File: config.mk
export PLATFORM = sky130hd
export DESIGN_NAME = split_tracked
export DESIGN_NICKNAME = d
export VERILOG_FILES = /design/src/rtl/split_tracked.sv
export SDC_FILE = /design/constraint.sdc
export NUM_CORES = 1
export LEC_CHECK = 0
export CAP_MARGIN = 20
export CORE_MARGIN = 2
export CORE_UTILIZATION = 30
export DETAILED_ROUTE_END_ITERATION = 8
export GPL_TIMING_DRIVEN = 0
export PLACE_DENSITY_LB_ADDON = 0.1
export SYNTH_ARGS = -nofsm -noshare
export SYNTH_HDL_FRONTEND = slang
export SYNTH_SLANG_ARGS = --single-unit
File: constraint.sdc
create_clock -name clk -period 3.9 [get_ports clk]
set_clock_uncertainty 0.15 [all_clocks]
set_input_delay 0.585 -clock clk [delete_from_list [all_inputs] [get_ports clk]]
set_output_delay 0.585 -clock clk [all_outputs]
set_load 0.05 [all_outputs]
File: src/rtl/split_tracked.sv
// Registered one-master to N_SLAVES address splitter that tracks a single outstanding transaction.
// Optional slave timeout is enabled by defining SPLIT_TRACKED_TIMEOUT_EN.
module split_tracked #(
  parameter int N_SLAVES = 2,
  parameter int P_SLAVES = 31,
  parameter int ADDR_W = 32,
  parameter int DATA_W = 32,
  parameter logic [DATA_W-1:0] ERR_DATA = DATA_W'(32'hDEADBEEF),
  parameter int TIMEOUT_W = 10,
  localparam int SEL_W = (N_SLAVES > 1) ? $clog2(N_SLAVES) : 1,
  localparam int STRB_W = DATA_W / 8,
  localparam int REQ_W = 1 + ADDR_W + DATA_W + STRB_W,
  localparam int RESP_W = DATA_W + 1
) (
  input  logic                         clk,
  input  logic                         rst,
  input  logic [REQ_W-1:0]             m_req,
  output logic [RESP_W-1:0]            m_resp,
  output logic [N_SLAVES*REQ_W-1:0]    s_req,
  input  logic [N_SLAVES*RESP_W-1:0]   s_resp,
  output logic                         err,
  output logic                         busy
);

  if (N_SLAVES < 1 || N_SLAVES > 16 || DATA_W % 8 != 0 || TIMEOUT_W < 1) begin : g_bad_cfg
    $error("split_tracked: unsupported parameter set");
  end

  // Valid/ready: the master holds valid and its fields stable until it sees ready for one
  // cycle; each slave sees valid from the cycle after acceptance until the edge after its ready.
  typedef enum logic [1:0] {IDLE, REQ, RESP, ERR} state_t;

  localparam logic [SEL_W:0] N_LIM = (SEL_W + 1)'(N_SLAVES);

  state_t             state;
  logic [SEL_W-1:0]   sel;
  logic [SEL_W-1:0]   sel_q;
  logic               m_valid;
  logic               mapped;
  logic               pick_ready;
  logic [DATA_W-1:0]  pick_rdata;

  assign m_valid = m_req[REQ_W-1];

  if (N_SLAVES == 1) begin : g_one
    assign sel    = '0;
    assign mapped = 1'b1;
  end else begin : g_many
    assign sel    = m_req[DATA_W + STRB_W + P_SLAVES -: SEL_W];
    assign mapped = {1'b0, sel} < N_LIM;
  end

  // Only the latched slave's response can complete the transaction.
  always_comb begin
    pick_ready = 1'b0;
    pick_rdata = '0;
    for (int i = 0; i < N_SLAVES; i++) begin
      if (SEL_W'(i) == sel_q) begin
        pick_ready = s_resp[i*RESP_W];
        pick_rdata = s_resp[i*RESP_W + 1 +: DATA_W];
      end
    end
  end

`ifdef SPLIT_TRACKED_TIMEOUT_EN
  // Leaving REQ on the edge where the count would reach all-ones gives 2^TIMEOUT_W-1 REQ cycles.
  localparam logic [TIMEOUT_W-1:0] TO_LAST = {TIMEOUT_W{1'b1}} - TIMEOUT_W'(1);
  logic [TIMEOUT_W-1:0] cnt;
`endif

  always_ff @(posedge clk or negedge rst) begin
    if (!rst) begin
      state  <= IDLE;
      m_resp <= '0;
      s_req  <= '0;
      err    <= 1'b0;
      busy   <= 1'b0;
      sel_q  <= '0;
`ifdef SPLIT_TRACKED_TIMEOUT_EN
      cnt    <= '0;
`endif
    end else begin
      case (state)
        IDLE: begin
          if (m_valid) begin
            busy <= 1'b1;
            if (mapped) begin
              sel_q <= sel;
              state <= REQ;
              for (int i = 0; i < N_SLAVES; i++) begin
                if (SEL_W'(i) == sel) s_req[i*REQ_W +: REQ_W] <= m_req;
              end
`ifdef SPLIT_TRACKED_TIMEOUT_EN
              cnt <= '0;
`endif
            end else begin
              state  <= ERR;
              m_resp <= {ERR_DATA, 1'b1};
              err    <= 1'b1;
            end
          end
        end
        REQ: begin
          if (pick_ready) begin
            s_req  <= '0;
            m_resp <= {pick_rdata, 1'b1};
            state  <= RESP;
          end
`ifdef SPLIT_TRACKED_TIMEOUT_EN
          else if (cnt == TO_LAST) begin
            s_req  <= '0;
            m_resp <= {ERR_DATA, 1'b1};
            err    <= 1'b1;
            state  <= ERR;
          end else begin
            cnt <= cnt + TIMEOUT_W'(1);
          end
`endif
        end
        RESP, ERR: begin
          m_resp <= '0;
          err    <= 1'b0;
          busy   <= 1'b0;
          state  <= IDLE;
        end
        default: state <= IDLE;
      endcase
    end
  end

endmodule
* After elaboration in Yosys (flattened, before gate mapping)
Cells that the tools add are included.
** Word-level totals
- Register bits after elaboration :: 175
- Word-level logic and storage cells :: 38
** Operators by class
- Equality and inequality tests :: 7
- Multiplexer cells :: 14
- Bitwise logic cells :: 1
- Reductions and logical operators :: 10
** Operators by type and width (count)
- 138-bit 2-to-1 mux :: 2
- 138-bit case mux with 2 select lines :: 1
- 69-bit 2-to-1 mux :: 2
- 33-bit case mux with 2 select lines :: 1
- 33-bit 2-to-1 mux :: 1
- 32-bit 2-to-1 mux :: 1
- 2-bit != test (second input constant) :: 4
- 2-bit AND reduction :: 4
- 4-bit AND reduction :: 2
- 2-bit case mux with 3 select lines :: 1
- 2-bit equality test (second input constant) :: 2
- 2-bit 2-to-1 mux :: 2
- 2-bit nonzero test :: 2
- 2-bit by 1-bit equality test with 1-bit output (second input constant) :: 1
- 2-bit logical NOT :: 1
- 1-bit 2-to-1 mux :: 2
- 1-bit case mux with 2 select lines :: 1
- 2-bit OR reduction :: 1
- 1-bit NOT :: 1

* Logic depth before layout (Yosys ltp)
Gate-level depths: netlist (run 1).
- Depth after elaboration :: 4
- Mapped depth :: 7
- Mapped depth without buffers :: 4

* Least setup slack after synthesis (run 1)
Ideal clock, no wire load.
- Path kind :: in2reg
- Start point :: in m_req[67]
- End point :: reg s_req[43]
- Library setup time :: 132 ps
- Arrival time :: 1540 ps
- Setup slack :: 2078 ps
- Cell stages on the path :: 6
- Cells stage by stage :: or4b_1 clkbuf_1 buf_6 buf_6 nand2_1 o21ai_1
** On the way
- Word-level cells in the longest chain between the ends :: 2
** Ends and longest elaborated chain
- from (decl) :: RTL line 17 : input logic [REQ_W-1:0] m_req,
- 2-bit != test (no source line)
- 4-bit AND reduction (no source line)
- to (signal, indexed assignment) :: RTL line 91 : if (SEL_W'(i) == sel) s_req[i*REQ_W +: REQ_W] <= m_req;
- to (decl) :: RTL line 19 : output logic [N_SLAVES*REQ_W-1:0] s_req,
Every way passes these cells.
A chain may end at the register's enable or synchronous reset.

==> results.md, run 1 <==
- Hold Vio Cnt, Final: 15
- RSZ-0062 raised after global routing: false
- Routed vias: 6220
- Slowest stage cell, crit path: clkdlybuf4s50_1
- Area post-placement: 10600 sq um
- Largest net degree at the start of global routing: 90
- Vias per inst: 4.50
- Crit path buffers/inverters: 2
- Reg2reg start: state[1]
- Full die area: 24900 sq um
- Core ar.: 23300 sq um
- Clock transition at path regs: 0.08 ns
- Num rows: 56
- Clock sinks: 173
- Synth top area cells: dfrtp_1 (61%), nand2_1 (14%), o21ai_0 (7.2%), mux2i_1 (4.7%), o2bb2ai_1 (4.0%)
- Final Util: 47.8%
- GPL Wtd Cong: 0.778
- # nets final: roughly 1200
- Startpoint Class: flip-flop
- Final HPWL DP: 17100 um
- Worst Hold Class: in2async
- Root buffer cell: clkbuf_16
- FF-to-FF End: s_req[44]
- Slew of the pin with the lowest slew margin: 0.732 ns
- Most used DFF post-synth: dfrtp_1
- # IOs: 310
- P&R area growth vs syn: 57.4%
- Multi-input logic area: 2440 sq um
- Status: finished, violations left
- Arrival time worst endpoint: between 1.5 and 2 ns
- Cell Pwr Density: 1030 nW/um^2
- FF+latch count, synth: 173
- Worst-path fanout max: 3
- CP Data Required Time: around 3.2 ns
- Final setup viols: 0
- Post-CTS setup buffer count: 0
- Final WS setup: 1.43 ns
- FILL cells: around 2300
- Antenna violations before repair: 0
- GRT overflow: 0
- Final instance area: about 11000 sq um
- Sequential share of the synthesized area: 61.1%
- Worst slew margin: 51.1%
- Post-Place Cells: roughly 1400
- Final Slew Violations: 0
- Family with the most delay on the worst path: buffers and inverters
- Fin crit period: 2.47 ns
- Cells after Synth: 724
- Synth unique cells: 25
- EDFF count, synth: 0
- Starting Density: 30.4%
- Count leader, synth: nand2_1
- Layout cell share with drive strength beyond 1: 5.92%
- Finished Layout Cells: 1383
- Cell area after synthesis: about 7100 sq um
- Period utilization: between 60% and 70%
- Total CTS buffers: 17
- Highest Clock Rate: about 0.4 GHz
- Cell Chain, Critical Path: buf_4 > clkdlybuf4s50_1
- Vias in the first global route: ~6300
- Crit Path Class: reg2out
- Number of buffers inserted by port buffering: 307
- Synth area leader: dfrtp_1
- DRT iter0 DRCs: 266
- Drt pass-1 iters: 5
- Final wirelength: 23400 um
- Global-route wire length before repair: 36200 um
- GRT Util Overall: 18.9%
- Reg2Reg Depth: 6
- Syn_area_per_cell: roughly 10 sq um
- Worst skew pair latency: 0.41 ns
- Cts hold-fix bufs: 0
- Die Y: 158 um
- Synth Warn #: 0
- Worst slack at placement: ~0.98 ns
- Max VDD drop: 520 uV
- Leakage: 4.71 nW
- Ant. Diodes: 0
- Register area: 4330 sq um
- Register-to-register setup slack: 1.64 ns
- Crit path capture type: primary output
- Share of async-settable or async-resettable flops after synthesis: 100%
- Cts repair resizes: 0
- Die Width: 158 um
- Area share of the largest cell type after synthesis: between 60% and 70%
- CTS H-tree depth: 4
- ANT nets after route: 0
- CTS tree: done
- Most frequent cells after synthesis: nand2_1 (269), dfrtp_1 (173), o21ai_0 (102)
- Hold WS: -0.0320 ns
- Max incr delay on CP: 0.78 ns
- Max clock buf depth: 2
- DRC Markers: 0
- Maxcap violations: 0
- Failing checks: negative hold slack
- Routed WL per cell: 16.9 um
==> cells in the final DEF, fill, tap and decap left out, drive strengths merged <==
cell type      netlist  final
o2bb2ai             32     32
nand3b               1      1
dfrtp              173    173
mux2                 1      1
nand2              269    269
o21ai              134    134
nor4b                1      1
mux2i               33     33
nor2                 8      8
o31ai                1      1
nand4bb              1      1
nor4bb               1      1
inv                  2      9
nor2b                1      1
clkbuf              33     51
clkdlybuf4s50        0    306
clkinvlp             0      4
a21oi                3      3
or4b                 1      1
clkinv               0      2
conb                 1      2
buf                 28     30
==> state kept, by name, summed over array words and instances (netlist names) <==
name,flops
m_resp,33
sel_q,1
s_req,136
busy,1
state,2
==> area by class of cell <==
class | instances | share of cell area, %
multi-input combinational | 489 | 21.9
clock inverter | 13 | 1.16
tap | 319 | 3.58
clock buffer | 18 | 3.85
inverter | 2 | 0.0673
sequential | 173 | 38.8
buffer | 61 | 2.82
timing repair buffer | 308 | 27.8
==> worst max path at each step <==
stage,from,endpoint,slack [ns],cells past startpoint
floorplan,m_req[67],s_req[43],2.08,6
global placement,rst,s_req[87],-5.67,1
detailed placement,m_req[68],s_req[46],0.98,6
CTS,s_req[136],s_req[137],1.40,2
global route,m_req[68],s_req[45],1.29,6
finish,s_req[136],s_req[137],1.43,2
==> where the power goes <==
part           total (mW)  internal [mW]  switching, mW
logic                6.74           2.13           4.61
registers            3.11           2.66          0.460
clock network        1.64          0.844          0.796
==> metal layers <==
layer  GRT usage, %  vias to the layer above  wire length, um
met5              0                        -                0
met4           4.68                        0              289
met3           7.69                       16             2200
met2           30.0                      198            10700
met1           24.0                     2958            10200
li1               -                     3048                -
==> logic make-up (layout without fill, tap and decap cells) <==
family                 count (synthesis)  count (layout)  synth area share (%)
AO/OA/AOI/OAI                        170             170                  13.8
multiplexers                          34              34                  4.87
flip-flops                           173             173                  61.1
buffers and inverters                 63             402                  4.54
other                                  1               2                0.0529
AND/OR/NAND/NOR                      283             283                  15.7
==> per-stage QoR <==
stage | setup TNS [ns] | total power [mW] | hold slack (ns)
floorplan | 0 | 7.42 | 0.139
global placement | -977.84 | 9.94 | 0.323
detailed placement | 0 | 9.96 | 0.322
CTS | 0 | 11.6 | 0.0222
global route | 0 | 12.1 | 0.0268
finish | 0 | 11.5 | -0.0320
(Power assumes the default switching activity.)
==> inputs of run 2 (changes only) <==
Clock period 3.9 ns to 2.5 ns, I/O delays scaled along.
==> results.md, run 2 (same netlist as run 1, synthesis figures left out) <==
- CP Data Required Time: 1.98 ns (-1.18 ns)
- Largest registers: s_req (136), m_resp (33), state (2)
- Crit. Startpoint: s_req[136]
- Cts repair resizes: 0 (unchanged)
- RSZ-0062 raised after global routing: false
- # nets final: 1190 (+0.084%)
- Leakage: 4.71 nW (about the same)
- Num rows: 56 (unchanged)
- Slew of the pin with the lowest slew margin: 0.732 ns (unchanged)
- Period utilization: 90.7%
- Crit path capture type: primary output
- Int Pwr: 8.79 mW (+56%)
- Final Util: 47.9% (about the same)
- Largest register FFs: 136 (unchanged)
- Post-Place Cells: 1352 (unchanged)
- Cell Pwr Density: 1610 nW/um^2 (+56%)
- CTS H-tree depth: 4 (unchanged)
- # IOs: 310 (unchanged)
- Routed vias: 6228 (+0.13%)
- Flop pwr share: 27.1% (about the same)
- Largest register by flop count: s_req
- Leading cell type in the layout, fill and taps excluded: clkdlybuf4s50_1
- Vias in the first global route: 6339 (unchanged)
- Max clock buf depth: 2 (unchanged)
- Final setup viols: 0 (unchanged)
- Fin crit period: 2.27 ns
- Antenna violations before repair: 0 (unchanged)
- Worst Hold Class: in2async
- Worst slew margin: 51.1% (unchanged)
- Vias per inst: 4.50 (about the same)
- Area post-placement: 10600 sq um (unchanged)
- Drt pass-1 iters: 5 (unchanged)
- Full die area: 24900 sq um (unchanged)
- Register-to-register setup slack: 0.24 ns (-1.40 ns)
- Reg2Reg Depth: 6 (unchanged)
- Starting Density: 30.4% (unchanged)
- Final WS setup: 0.234 ns (-1.19 ns)
- Crit Path Class: reg2out
- GPL Wtd Cong: 0.778 (unchanged)
- Layout cell share with drive strength beyond 1: 5.92% (about the same)
- ANT nets after route: 0 (unchanged)
- DRC Markers: 0 (unchanged)
- Die Width: 158 um (unchanged)
- Worst-path fanout max: 3 (unchanged)
- Core ar.: 23300 sq um (unchanged)
- Commonest non-fill, non-tap cells in the layout: clkdlybuf4s50_1 (306), nand2_1 (269), dfrtp_1 (173)
- Logic gate share of total power: 58.6% (about the same)
- Startpoint Class: flip-flop
- Multi-input logic area: 2440 sq um (unchanged)
- Clock transition at path regs: 0.08 ns (about the same)
- CTS tree: done
- Finished Layout Cells: 1384 (+0.072%)
- Final Slew Violations: 0 (unchanged)
- DRT iter0 DRCs: 266 (unchanged)
- Net Switching: 9.15 mW (+56%)
- Worst skew pair latency: 0.41 ns (about the same)
- Die Y: 158 um (unchanged)
- Ant. Diodes: 0 (unchanged)
- Maxcap violations: 0 (unchanged)
- P&R area growth vs syn: 57.5% (about the same)
- Arrival time worst endpoint: 1.74 ns (about the same)
- Clock sinks: 173 (unchanged)
- Largest net degree at the start of global routing: 90 (unchanged)
- GRT overflow: 0 (unchanged)
- Final HPWL DP: 17100 um (unchanged)
- Routed WL per cell: 16.9 um (about the same)
- Highest Clock Rate: around 0.44 GHz
- Clock share of power: 14.3% (about the same)
- Final instance area: 11200 sq um (about the same)
- Register area: 4330 sq um (unchanged)
- Root buffer cell: clkbuf_16
- Global-route wire length before repair: 36200 um (unchanged)
- Number of buffers inserted by port buffering: 307 (unchanged)
- FILL cells: 2328 (-0.043%)
- Sw Share: 51.0% (about the same)
- Max VDD drop: 811 uV (+56%)
- Final wirelength: 23400 um (about the same)
- Hold Vio Cnt, Final: 0 (-15)
- Reg2reg start: state[1]
- Status: complete, no violations
- Total CTS buffers: 17 (unchanged)
- GRT Util Overall: 18.9% (unchanged)
- Worst slack at placement: -0.211 ns (-1.19 ns)
- Power Total: 17.9 mW (+56%)
==> run 2: through the flow <==
step,setup TNS (ns),hold slack [ns]
after global placement,-1187.24,0.323
after floorplan,0,-0.0706
after detailed placement,-4.38,0.291
after CTS,0,0.337
final,0,0.336
after global routing,0,0.338
==> run 2: final cells by class <==
cell class                      count  area share, %
Clock buffer                       18           3.84
Multi-Input combinational cell    489           21.9
Timing Repair Buffer              309           27.9
Buffer                             61           2.81
Sequential cell                   173           38.8
Inverter                            2         0.0672
Clock inverter                     13           1.15
Tap cell                          319           3.57
==> run 2: path summary, 6_finish.rpt <==
check	endpoint
hold reg to reg	m_resp[16]
setup reg to reg	s_req[46]
min in group clk	m_resp[16]
setup / recovery	s_req[137]
max in group asynchronous	s_req[21]
hold / removal	s_req[53]
==> run 2: metal layers <==
layer / GRT usage (%) / part of all wire, % / vias to the layer above
met1: 24.0 / 44 / 2960
li1: - / - / 3052
met3: 7.69 / 9.4 / 16
met2: 30.0 / 46 / 200
met4: 4.68 / 1.2 / 0
met5: 0 / 0 / -
==> run 2: timing repair <==
item,in CTS,in global routing
hold endpoints to repair,84,0
buffers inserted,0,0
hold buffers,1,0
==> run 2: critical path, cell delays in order, from the launching register on <==
cell	delay [ns]
dfrtp_1	0.40
buf_4	0.12
clkdlybuf4s50_1	0.78
==> run 2: power groups by stage <==
stage	sequential [mW]	clock [mW]	combinational, mW
floorplan	9.51	0	2.06
global placement	4.89	0	10.6
detailed placement	4.89	0	10.6
CTS	4.87	2.64	10.7
global route	5.03	2.76	11.1
finish	4.86	2.56	10.5
